--- config.mk ---
export PLATFORM = sky130hd
export DESIGN_NAME = prog_loader_flat
export DESIGN_NICKNAME = d
export VERILOG_FILES = /design/src/rtl/prog_loader_pkg.sv /design/src/rtl/prog_loader_if.sv /design/src/rtl/prog_loader_ctr.sv /design/src/rtl/prog_loader.sv /design/src/flat_wrapper.sv
export SDC_FILE = /design/constraint.sdc
export NUM_CORES = 1
export LEC_CHECK = 0
export CORE_UTILIZATION = 58
export CTS_BUF_LIST = sky130_fd_sc_hd__clkbuf_2
export DETAILED_ROUTE_END_ITERATION = 12
export PLACE_DENSITY = 0.82
export SLEW_MARGIN = 0
export SYNTH_ARGS = -nofsm -noshare
export SYNTH_HDL_FRONTEND = slang
export SYNTH_SLANG_ARGS = --single-unit
export TNS_END_PERCENT = 50
--- constraint.sdc ---
create_clock -name clk -period 3.75 [get_ports clk]
set_clock_uncertainty 0.2 [all_clocks]
set_input_delay 0.5625 -clock clk [delete_from_list [all_inputs] [get_ports clk]]
set_output_delay 0.5625 -clock clk [all_outputs]
set_load 0.02 [all_outputs]
--- src/rtl/prog_loader_pkg.sv ---
// Shared types for the program loader: FSM state encoding and small helpers.
// PROG_LOADER_CKSUM_EN adds the trailing checksum state.
package prog_loader_pkg;

  typedef enum logic [2:0] {
    S_HDR0,
    S_HDR1,
    S_HDR2,
    S_HDR3,
    S_DATA,
`ifdef PROG_LOADER_CKSUM_EN
    S_CHK,
`endif
    S_RUN
  } state_t;

  // State entered once the last header/payload byte has been taken.
`ifdef PROG_LOADER_CKSUM_EN
  localparam state_t S_END = S_CHK;
`else
  localparam state_t S_END = S_RUN;
`endif

  function automatic logic [7:0] cksum_add(input logic [7:0] sum, input logic [7:0] b);
    return sum + b;
  endfunction

endpackage

--- src/rtl/prog_loader_if.sv ---
// Host byte stream (valid/ready) and RAM byte write port of the program loader.
interface prog_loader_if #(
  parameter int unsigned ADDR_W = 16
);
  logic              in_valid;
  logic [7:0]        in_data;
  logic              in_ready;
  logic              ram_we;
  logic [ADDR_W-1:0] ram_addr;
  logic [7:0]        ram_d;

  modport master (
    output in_valid, in_data,
    input  in_ready, ram_we, ram_addr, ram_d
  );

  modport slave (
    input  in_valid, in_data,
    output in_ready, ram_we, ram_addr, ram_d
  );
endinterface

--- src/rtl/prog_loader_ctr.sv ---
// ldr_ctr: loadable down-counter with zero flag, used for the remaining payload count.
module ldr_ctr #(
  parameter int unsigned W = 16
) (
  input  logic         clk,
  input  logic         rst,
  input  logic         load,
  input  logic         dec,
  input  logic [W-1:0] d,
  output logic         zero
);
  logic [W-1:0] q;

  always_ff @(posedge clk) begin
    if (rst)       q <= '0;
    else if (load) q <= d;
    else if (dec)  q <= q - W'(1);
  end

  assign zero = (q == '0);
endmodule

--- src/rtl/prog_loader.sv ---
// Program loader: parses ADDR/LEN header from a host byte stream, writes payload to RAM,
// then pulses run. `define PROG_LOADER_CKSUM_EN to require a trailing 8-bit sum byte.
module prog_loader
  import prog_loader_pkg::*;
#(
  parameter int unsigned ADDR_W   = 16,
  parameter int unsigned AUTO_RUN = 1
) (
  input  logic            clk,
  input  logic            rst,
  input  logic            cpu_idle,
  prog_loader_if.slave    bus,
  output logic            run,
  output logic            busy,
  output logic            done,
  output logic            err
);
  localparam bit END_RUN = (AUTO_RUN != 0) && (S_END == S_RUN);

  state_t            state;
  logic [ADDR_W-1:0] addr;
  logic [ADDR_W-1:0] cnt_d;
  logic [7:0]        cnt_lo;
  logic              xfer;
  logic              cnt_zero;
  logic              ram_we_q;
  logic [ADDR_W-1:0] ram_addr_q;
  logic [7:0]        ram_d_q;
  logic              run_q;
  logic              done_q;
`ifdef PROG_LOADER_CKSUM_EN
  logic [7:0]        sum;
  logic              err_q;
`endif

  assign bus.in_ready = cpu_idle & ~rst & (state != S_RUN);
  assign xfer         = bus.in_valid & bus.in_ready;
  assign cnt_d        = ADDR_W'({bus.in_data, cnt_lo});

  // Counter holds bytes-remaining minus one, so zero marks the final payload byte.
  ldr_ctr #(.W(ADDR_W)) u_ctr (
    .clk  (clk),
    .rst  (rst),
    .load (xfer && (state == S_HDR3)),
    .dec  (xfer && (state == S_DATA)),
    .d    (cnt_d - ADDR_W'(1)),
    .zero (cnt_zero)
  );

  always_ff @(posedge clk) begin
    if (rst) begin
      state      <= S_HDR0;
      addr       <= '0;
      cnt_lo     <= '0;
      ram_we_q   <= 1'b0;
      ram_addr_q <= '0;
      ram_d_q    <= '0;
      run_q      <= 1'b0;
      done_q     <= 1'b0;
`ifdef PROG_LOADER_CKSUM_EN
      sum        <= '0;
      err_q      <= 1'b0;
`endif
    end else begin
      ram_we_q <= 1'b0;
      run_q    <= 1'b0;
      case (state)
        S_HDR0: begin
`ifdef PROG_LOADER_CKSUM_EN
          sum <= '0;
`endif
          if (xfer) begin
            addr   <= ADDR_W'(bus.in_data);
            done_q <= 1'b0;
`ifdef PROG_LOADER_CKSUM_EN
            err_q  <= 1'b0;
`endif
            state  <= S_HDR1;
          end
        end
        S_HDR1: if (xfer) begin
          addr  <= ADDR_W'({bus.in_data, addr[7:0]});
          state <= S_HDR2;
        end
        S_HDR2: if (xfer) begin
          cnt_lo <= bus.in_data;
          state  <= S_HDR3;
        end
        S_HDR3: if (xfer) begin
          if (cnt_d == '0) begin
            state <= S_END;
            run_q <= END_RUN;
          end else begin
            state <= S_DATA;
          end
        end
        S_DATA: if (xfer) begin
          ram_we_q   <= 1'b1;
          ram_addr_q <= addr;
          ram_d_q    <= bus.in_data;
          addr       <= addr + ADDR_W'(1);
`ifdef PROG_LOADER_CKSUM_EN
          sum        <= cksum_add(sum, bus.in_data);
`endif
          if (cnt_zero) begin
            state <= S_END;
            run_q <= END_RUN;
          end
        end
`ifdef PROG_LOADER_CKSUM_EN
        S_CHK: if (xfer) begin
          if (bus.in_data == sum) begin
            state <= S_RUN;
            run_q <= (AUTO_RUN != 0);
          end else begin
            err_q <= 1'b1;
            state <= S_HDR0;
          end
        end
`endif
        S_RUN: begin
          done_q <= 1'b1;
          state  <= S_HDR0;
        end
        default: state <= S_HDR0;
      endcase
    end
  end

  assign bus.ram_we   = ram_we_q;
  assign bus.ram_addr = ram_addr_q;
  assign bus.ram_d    = ram_d_q;
  assign run          = run_q;
  assign done         = done_q;
  assign busy         = (state != S_HDR0);
`ifdef PROG_LOADER_CKSUM_EN
  assign err          = err_q;
`else
  assign err          = 1'b0;
`endif
endmodule

--- src/flat_wrapper.sv ---
// flat-port wrapper written by rule: the top's interface ports become plain ports
module prog_loader_flat import prog_loader_pkg::*;
#(
  parameter int unsigned ADDR_W   = 16,
  parameter int unsigned AUTO_RUN = 1
)
  (clk, rst, cpu_idle, run, busy, done, err, bus_in_valid, bus_in_data, bus_in_ready, bus_ram_we, bus_ram_addr, bus_ram_d);
  prog_loader_if #(.ADDR_W(ADDR_W)) bus_i ();
  input  logic clk;
  input  logic rst;
  input  logic cpu_idle;
  output logic run;
  output logic busy;
  output logic done;
  output logic err;
  input wire logic [$bits(bus_i.in_valid)-1:0] bus_in_valid;
  input wire logic [$bits(bus_i.in_data)-1:0] bus_in_data;
  output wire logic [$bits(bus_i.in_ready)-1:0] bus_in_ready;
  output wire logic [$bits(bus_i.ram_we)-1:0] bus_ram_we;
  output wire logic [$bits(bus_i.ram_addr)-1:0] bus_ram_addr;
  output wire logic [$bits(bus_i.ram_d)-1:0] bus_ram_d;
  assign bus_i.in_valid = bus_in_valid;
  assign bus_i.in_data = bus_in_data;
  assign bus_in_ready = bus_i.in_ready;
  assign bus_ram_we = bus_i.ram_we;
  assign bus_ram_addr = bus_i.ram_addr;
  assign bus_ram_d = bus_i.ram_d;
  prog_loader #(.ADDR_W(ADDR_W), .AUTO_RUN(AUTO_RUN)) u_core (.clk(clk), .rst(rst), .cpu_idle(cpu_idle), .bus(bus_i), .run(run), .busy(busy), .done(done), .err(err));
endmodule
-- Word-level counts from Yosys, hierarchy flattened
Cells that the tools add are included.
- eq/ne operators: 12
- add/sub/neg operators: 3
- mux-type cells: 22
- reduce and logical (&&, ||, !) cells: 17
- bitwise gates (word level): 6
- operators with widths (cell ; count):
    $mux W16 ; 5
    $pmux W16 S3 ; 1
    $logic_not A16 Y1 ; 2
    $sub A16 B1 Y16 const B ; 2
    $mux W3 ; 6
    $add A16 B1 Y16 const B ; 1
    $pmux W3 S5 ; 1
    $ne A2 B1 Y1 const B ; 6
    $reduce_and A4 Y1 ; 2
    $mux W1 ; 7
    $eq A3 B2 Y1 const B ; 2
    $eq A3 B3 Y1 const B ; 2
    $reduce_and A2 Y1 ; 3
    $reduce_and A6 Y1 ; 1
    $reduce_bool A2 Y1 ; 3
    $reduce_bool A3 Y1 ; 2
    $pmux W1 S2 ; 2
    $and A1 B1 Y1 ; 3
    $eq A3 B1 Y1 const B ; 1
    $logic_not A3 Y1 ; 1
    $ne A3 B3 Y1 const B ; 1
    $not A1 Y1 ; 3
    $logic_and A1 B1 Y1 ; 2
    $reduce_or A2 Y1 ; 1
- bits in registers: 70
- word-level logic and storage cells: 70
- bits of input ports: 12
- output and inout bits: 30

-- Longest topological paths before layout
Gate-level depths: netlist (run 1).
- word-level depth: 7
- gate-level depth with buffers: 12
- depth with buffers taken out: 10

-- Cells and area by module
Synthesis (run 1) repeated with hierarchy kept, for this count alone.
- cells, all modules: 459
- area total of the unflattened synthesis: 3769.9 um^2
- modules (own cells, without submodules) (module ; times used ; seq. area each (um^2) ; cells an instance ; area each (um^2)):
    prog_loader ; 1 ; 1081.0 ; 360 ; 2889.0
    ldr_ctr ; 1 ; 320.3 ; 99 ; 880.8

-- Worst setup path before layout (run 1)
No wires, ideal clock.
- path kind: input -> register
- start: in rst
- end: reg u_core.u_ctr.q[14]
- stages: 11
- data arrival time: 2.637 ns
- buffers on the path: 1
- data required time: 3.464 ns
- library setup time: 0.086 ns
- setup slack: 0.828 ns
- path through: nand3b_1 -> nor2_1 -> buf_4 -> mux2i_1 -> ha_1 -> nor4b_1 -> nand3_1 -> nor4_1 -> xor2_1 -> nor2_1 -> a211oi_1
- word-level cells in the longest chain between the ends: 6
- elaborated cells between the ends (all ways): 8
- those cells by class: 1 x mux; 4 x bitwise; 3 x reduce/logical
- ends and longest elaborated chain (element ; line ; source):
    start: declaration ; flat_wrapper.sv:10 ; input logic rst;
    $not A1 Y1 ; prog_loader.sv:36 ; assign bus.in_ready = cpu_idle & ~rst & (state != S_RUN);
    $and A1 B1 Y1 (2 in a row) ; prog_loader.sv:36 ;
    $and A1 B1 Y1 ; prog_loader.sv:37 ; assign xfer = bus.in_valid & bus.in_ready;
    $logic_and A1 B1 Y1, on equally long branches ; prog_loader.sv:44, prog_loader.sv:45 ;
    $mux W16 / $reduce_bool A2 Y1 (equally long branches) ; n/a ;
    end signal: assignment ; prog_loader_ctr.sv:17 ; else if (dec) q <= q - W'(1);
    end: declaration ; prog_loader_ctr.sv:12 ; logic [W-1:0] q;
Parallel ways exist; a longest one is shown, timed or not.
A chain may end at the register's enable or synchronous reset.

-- Final worst setup path (run 1)
- start: reg u_core.state[2]
- end: out bus_in_ready
- word-level cells in the longest chain between the ends: 2
- ends and longest elaborated chain (element ; line ; source):
    start: declaration ; prog_loader.sv:20 ; state_t state;
    start signal: assignment ; prog_loader.sv:52 ; state <= S_HDR0;
    start signal: assignment ; prog_loader.sv:78 ; state <= S_HDR1;
    start signal: assignment ; prog_loader.sv:83 ; state <= S_HDR2;
    $ne A3 B3 Y1 ; prog_loader.sv:36 ;
    $and A1 B1 Y1 ; prog_loader.sv:36 ;
    end: declaration ; flat_wrapper.sv:18 ; output wire logic [$bits(bus_i.in_ready)-1:0] bus_in_ready;
No other way between the ends.

==> impl_metrics.tcl, run 1 <==
set metrics [dict create \
    cts_tree "yes" \
    switching_share_pct 27.0 \
    detail_route.vias_per_cell 6.45 \
    syn_area_per_cell_um2 7.90 \
    antenna_found_initial 0 \
    n_antenna_cell 0 \
    cts_root_buf "clkbuf_2" \
    clkTransAtPathRegs_ns 0.21 \
    crit_path_end_kind "output pin" \
    routed.top_layer "met4" \
    place_congestion 0.995 \
    synth_edf_count 0 \
    wl_met3_um 982 \
    power_frac_clock_pct 36.7 \
    hold_viol 0 \
    power.share.combinational_pct 8.5 \
    drt-total-wl_um 10200 \
    synth_top_family_by_area "simple AND/OR/NAND/NOR gates" \
    drv_slew 0 \
    drive_above_1_share_pct 8.02 \
    p_int_mw 1.01 \
    ys_seq_area_share_pct 38.7 \
    relSlewSlack_pct 27.0 \
    cts_resized 0 \
    final_cells 574 \
    dpl.hpwl_um 6940 \
    cts_buffers 9 \
    grt_usage_pct 33.6 \
    wire_per_inst_um 17.8 \
    crit_chain "inv_1 -> o311a_1 -> clkdlybuf4s50_1" \
    p_leak_nw 1.58 \
    critPathMaxStageDelay_ns 0.67 \
    worstMarginPinSlew_ns 1.09 \
    p_per_area_nw_per_um2 327 \
    p_seq_share_pct 54.8 \
    r2r_slack_ns 0.67 \
    post_cts.repair.setup_buffers 0 \
    synthToLayoutAreaGrowth_pct 17.1 \
    grt_first_pass_wirelength_um 16500 \
    muxShareOfSynthArea_pct 3.32 \
    status "finished, final reports clean" \
    fmax_ghz 0.320 \
    first_pass_iters 5 \
    hold_buffers 0 \
    ys_types 56 \
    yosys.area_share.adder_pct 0.691 \
    worstPathMaxFanout 15 \
    synth_seq_cells 70 \
    placed_cells 559 \
    rsz0062_at_grt "false" \
    ys_top_cells_by_count "nand2_1 (75), dfxtp_1 (70), nor2_1 (43)" \
    fin_crit_ns 3.12 \
    io_pins 42 \
    drt_iter0_markers 469 \
    min_period_over_period_pct 83.3 \
    synth_top_cell_by_area "dfxtp_1" \
    power_switching_mw 0.375 \
    wirelength_met1_um 4360 \
    overflow 0 \
    synth_warnings 0 \
    nNetsFinal 509 \
    grt_pass1_vias 3345 \
    path_class "reg -> out" \
    synth-compound-area-share_pct 19.4 \
    tns_ns 0 \
    synth_xor_area_share_pct 6.29 \
    irDropWorstVdd_mv 0.253 \
    async_flop_share_pct 0 \
    remaining_drc_errors 0 \
    synth_top_area_share_pct 38.7 \
    synthesis.area_um2 3620 \
    synth_nets 472 \
    die_w_um 81 \
    cp.arrival_ns 2.36 \
    clk_path_buf_depth 2 \
    grt_max_degree 58 \
    postSynthCellCount 458 \
    cap_viol_max_count 0 \
    hold_class "reg -> reg" \
    core.rowCount 28 \
    dr_wl_met2_um 4460 \
    setup_viol 0 \
    cpMaxStageDelayCell "dfxtp_1" \
    dr_total_vias 3700 \
    synthTopCellsByArea "dfxtp_1 (39%), nand2_1 (7.8%), a21oi_1 (5.7%), nor2_1 (4.5%), xor2_1 (3.6%)" \
    dieArea_um2 6560 \
    insertion_delay_ns 0.52 \
    die_y_um 81 \
    core_area_um2 5960 \
    start_util_pct 60.8 \
    ctsHtreeMaxLevel 3 \
    synth_ff_type "dfxtp_1" \
    cts_sinks 70 \
    fillers 494 \
    yosys.area_share.simple_pct 27.3 \
    ant_nets 0 \
    start_kind "flip-flop" \
    port_buffers 40 \
    cp.required_ns 2.99 \
    yosysMostFrequentCell "nand2_1" \
]
## path summary, 6_finish.rpt
kind	start	end	depth (start not counted)
setup reg to reg	u_core.state[2]$_SDFFE_PP0P_	u_core.u_ctr.q[14]$_SDFFE_PP0P_	10
setup / recovery	u_core.state[2]$_SDFFE_PP0P_	bus_in_ready	3
hold / removal	u_core.bus.ram_addr[14]$_SDFFE_PP0P_	u_core.bus.ram_addr[14]$_SDFFE_PP0P_	2
hold reg to reg	u_core.bus.ram_addr[14]$_SDFFE_PP0P_	u_core.bus.ram_addr[14]$_SDFFE_PP0P_	2
## placed cells by master (no fill, tap or decap), types with 9 or more instances in the layout
master / n
a21oi_1: 41
a31oi_1: 9
buf_4: 17
clkbuf_2: 9
clkdlybuf4s50_1: 39
dfxtp_1: 70
mux2i_1: 12
nand2_1: 75
nand3_1: 12
nor2_1: 43
nor3_1: 20
o21ai_0: 16
o22ai_1: 9
xnor2_1: 11
xor2_1: 15
## sequential cells by signal, summed over array words and instances (netlist names)
signal and flops:
u_core.addr 16, u_core.bus.ram_addr 16, u_core.bus.ram_d 8, u_core.bus.ram_we 1, u_core.cnt_lo 8, u_core.done 1, u_core.run 1, u_core.state 3
u_core.u_ctr.q 16
## through the flow
step / power [mW] / cell area (um^2) / util, % / hold WS, ns / setup WS [ns]
floorplan: 0.844 / 3620 / - / 0.232 / 0.828
global placement: 0.887 / 4110 / 69.0 / 0.242 / 0.498
detailed placement: 0.889 / 4110 / 69.0 / 0.245 / 0.411
CTS: 1.38 / 4240 / 71.2 / 0.269 / 0.630
global route: 1.44 / 4240 / 71.2 / 0.280 / 0.371
finish: 1.39 / 4240 / 71.2 / 0.267 / 0.626
## layout make-up
| class | count | area (um^2) | area share, % |
|---|---|---|---|
| Tap cell | 75 | 93.8 | 2.21 |
| Clock buffer | 9 | 45.0 | 1.06 |
| Multi-Input combinational cell | 350 | 2060 | 48.7 |
| Sequential cell | 70 | 1400 | 33.0 |
| Timing Repair Buffer | 57 | 523 | 12.3 |
| Inverter | 7 | 26.3 | 0.620 |
| Clock inverter | 6 | 86.3 | 2.04 |
## power by group through the flow
stage / clock (mW) / sequential (mW) / combinational (mW)
2_1_floorplan: 0 / 0.773 / 0.0713
3_3_place_gp: 0 / 0.774 / 0.113
3_5_place_dp: 0 / 0.775 / 0.114
4_1_cts: 0.502 / 0.760 / 0.115
5_1_grt: 0.548 / 0.762 / 0.127
6_report: 0.509 / 0.761 / 0.119
## routing by layer
layer | track usage [%] | vias to the layer above
li1 | - | 1716
met1 | 46.0 | 1727
met2 | 49.6 | 222
met3 | 6.40 | 35
met4 | 17.9 | 0
met5 | 0 | -
## cells by family (layout without fill, tap and decap cells)
logic type	count (synthesis)	in the layout
adder cells (fa/ha/maj)	2	2
multiplexers	12	12
buffers and inverters	38	79
AND/OR/NAND/NOR	198	198
other	1	1
AO/OA/AOI/OAI	111	111
XOR/XNOR	26	26
flip-flops	70	70
## critical path: cells and delay by family, from the launching register on
family / cells / cell delay, ns
buffers and inverters: 2 / 0.81
AOI/OAI and AO/OA: 1 / 0.40
DFF: 1 / 0.67
Note: power is estimated with default switching activity, not from simulation.
==> run 2, diff against run 1 <==
- clock period: 3.75 -> 3 ns (I/O delays scaled with it)
==> run 2 against run 1 <==
Against the previous run: utilization is 2.2 points higher; routed wire length is 1.7% lower; total power is 30% higher; clock power is 38% higher; highest routed layer unchanged; combinational power is 30% higher; cell count is 2.4% higher; register-to-register slack worse by 0.39 ns; hold slack better by 0.0010 ns; critical path depth is 1 higher; global-route usage is 1.2 points lower; count of clock-buffer cells in the layout stayed put.
==> impl_metrics.tcl, run 2 (same netlist as run 1, synthesis figures left out) <==
set metrics [dict create \
    drv_slew 0 \
    dpl.hpwl_um 6850 \
    die_w_um 81 \
    hold_buffers 0 \
    relSlewSlack_pct 49.4 \
    io_pins 42 \
    irDropWorstVdd_mv 0.269 \
    fin_crit_ns 2.77 \
    fmax_ghz 0.361 \
    antenna_found_initial 0 \
    hold_viol 0 \
    port_buffers 40 \
    n_antenna_cell 0 \
    final-seq-area_um2 1400 \
    cts_root_buf "clkbuf_2" \
    synthToLayoutAreaGrowth_pct 20.7 \
    power.share.combinational_pct 8.6 \
    ctsHtreeMaxLevel 3 \
    crit_chain "buf_4 -> inv_1 -> o311a_1 -> clkdlybuf4s50_1" \
    drive_above_1_share_pct 10.3 \
    detail_route.vias_per_cell 6.34 \
    cp.arrival_ns 2.12 \
    hp-start "u_core.bus.ram_addr[9]$_SDFFE_PP0P_" \
    post_cts.repair.setup_buffers 0 \
    clk_path_buf_depth 2 \
    setup_viol 0 \
    switching_share_pct 24.9 \
    path_class "reg -> out" \
    cts_resized 0 \
    power_switching_mw 0.451 \
    p_leak_nw 1.65 \
    placed_cells 573 \
    power_frac_clock_pct 38.8 \
    cts_sinks 70 \
    cts_tree "yes" \
    start_kind "flip-flop" \
    cp.required_ns 2.35 \
    cap_viol_max_count 0 \
    multi_input_area_um2 2060 \
    rr_endpoint "u_core.bus.ram_addr[5]$_SDFFE_PP0P_" \
    ant_nets 0 \
    dr_wl_met2_um 4460 \
    r2r_slack_ns 0.28 \
    dr_total_vias 3726 \
    crit_path_end_kind "output pin" \
    nNetsFinal 523 \
    start_util_pct 60.8 \
    final_cell_mix "nand2_1 (75), dfxtp_1 (70), nor2_1 (43)" \
    grt_first_pass_wirelength_um 16000 \
    worstPathMaxFanout 14 \
    place_congestion 0.925 \
    cts_buffers 9 \
    drt_iter0_markers 457 \
    final_cells 588 \
    dieArea_um2 6560 \
    worstReg2RegStart "u_core.state[2]$_SDFFE_PP0P_" \
    p_int_mw 1.36 \
    critPathMaxStageDelay_ns 0.54 \
    p_per_area_nw_per_um2 414 \
    insertion_delay_ns 0.51 \
    clkTransAtPathRegs_ns 0.21 \
    cpMaxStageDelayCell "clkdlybuf4s50_1" \
    routed.top_layer "met4" \
    overflow 0 \
    core.rowCount 28 \
    remaining_drc_errors 0 \
    drt-total-wl_um 10000 \
    min_period_over_period_pct 92.4 \
    worstMarginPinSlew_ns 0.758 \
    grt_max_degree 58 \
    grt_pass1_vias 3294 \
    min_path_cells 2 \
    status "finished, final reports clean" \
    hold_class "reg -> reg" \
    wl_met3_um 1050 \
    rr_worst_depth 8 \
    whs_ns 0.268 \
    core_area_um2 5960 \
    worstHoldEndpoint "u_core.bus.ram_addr[9]$_SDFFE_PP0P_" \
    grt_usage_pct 32.4 \
    rsz0062_at_grt "false" \
    p_seq_share_pct 52.6 \
    die_y_um 81 \
    wirelength_met1_um 4240 \
    final_common_cell "nand2_1" \
    first_pass_iters 5 \
    fillers 460 \
    wire_per_inst_um 17.0 \
]
-- run 2: cell count changes in the layout (fill, tap and decap cells not counted) --
cell,before,now
clkinv_1,1,2
clkinv_2,2,0
buf_4,17,31
bufinv_16,2,3
-- run 2: how the worst max path moves through the flow --
stage | start | to
2_1_floorplan | rst | u_core.u_ctr.q[14]$_SDFFE_PP0P_
3_3_place_gp | cpu_idle | u_core.u_ctr.q[14]$_SDFFE_PP0P_
3_5_place_dp | cpu_idle | u_core.u_ctr.q[14]$_SDFFE_PP0P_
4_1_cts | u_core.state[2]$_SDFFE_PP0P_ | bus_in_ready
5_1_grt | u_core.state[2]$_SDFFE_PP0P_ | bus_in_ready
6_report | u_core.state[2]$_SDFFE_PP0P_ | bus_in_ready
-- run 2: power by group through the flow --
stage                     Combinational (mW)  Sequential, mW  Clock (mW)
after global placement                 0.149           0.968           0
after detailed placement               0.151           0.968           0
after floorplan                       0.0892           0.966           0
final                                  0.155           0.950       0.702
after CTS                              0.152           0.950       0.711
after global routing                   0.166           0.953       0.758
-- run 2: worst max-delay path, delay by kind of cell, from the launching register on --
family | cells | cell delay (ns)
AOI/OAI and AO/OA | 1 | 0.38
DFF | 1 | 0.36
buffers and inverters | 3 | 0.88
-- run 2: per-stage QoR --
step | utilization, % | power [mW] | TNS, ns | setup WS, ns | instance area [um^2]
final | 73.4 | 1.81 | 0 | 0.229 | 4370
after global routing | 73.4 | 1.88 | 0 | 0.114 | 4370
after CTS | 73.4 | 1.81 | 0 | 0.206 | 4370
after detailed placement | 70.8 | 1.12 | -0.0401 | -0.0401 | 4210
after global placement | 70.8 | 1.12 | 0 | 0.0158 | 4210
after floorplan | - | 1.05 | 0 | 0.190 | 3620
-- run 2: area by class of cell --
class,instances,share of cell area (%)
tap,75,2.15
multi-input combinational,350,47.3
inverter,7,0.601
clock inverter,6,2.52
clock buffer,9,1.03
timing repair buffer,71,14.4
sequential,70,32.1
-- run 2: metal layers --
metal / track usage, % / vias to the layer above
met5: 0 / -
li1: - / 1744
met3: 5.73 / 31
met4: 17.3 / 0
met2: 47.8 / 239
met1: 44.6 / 1712
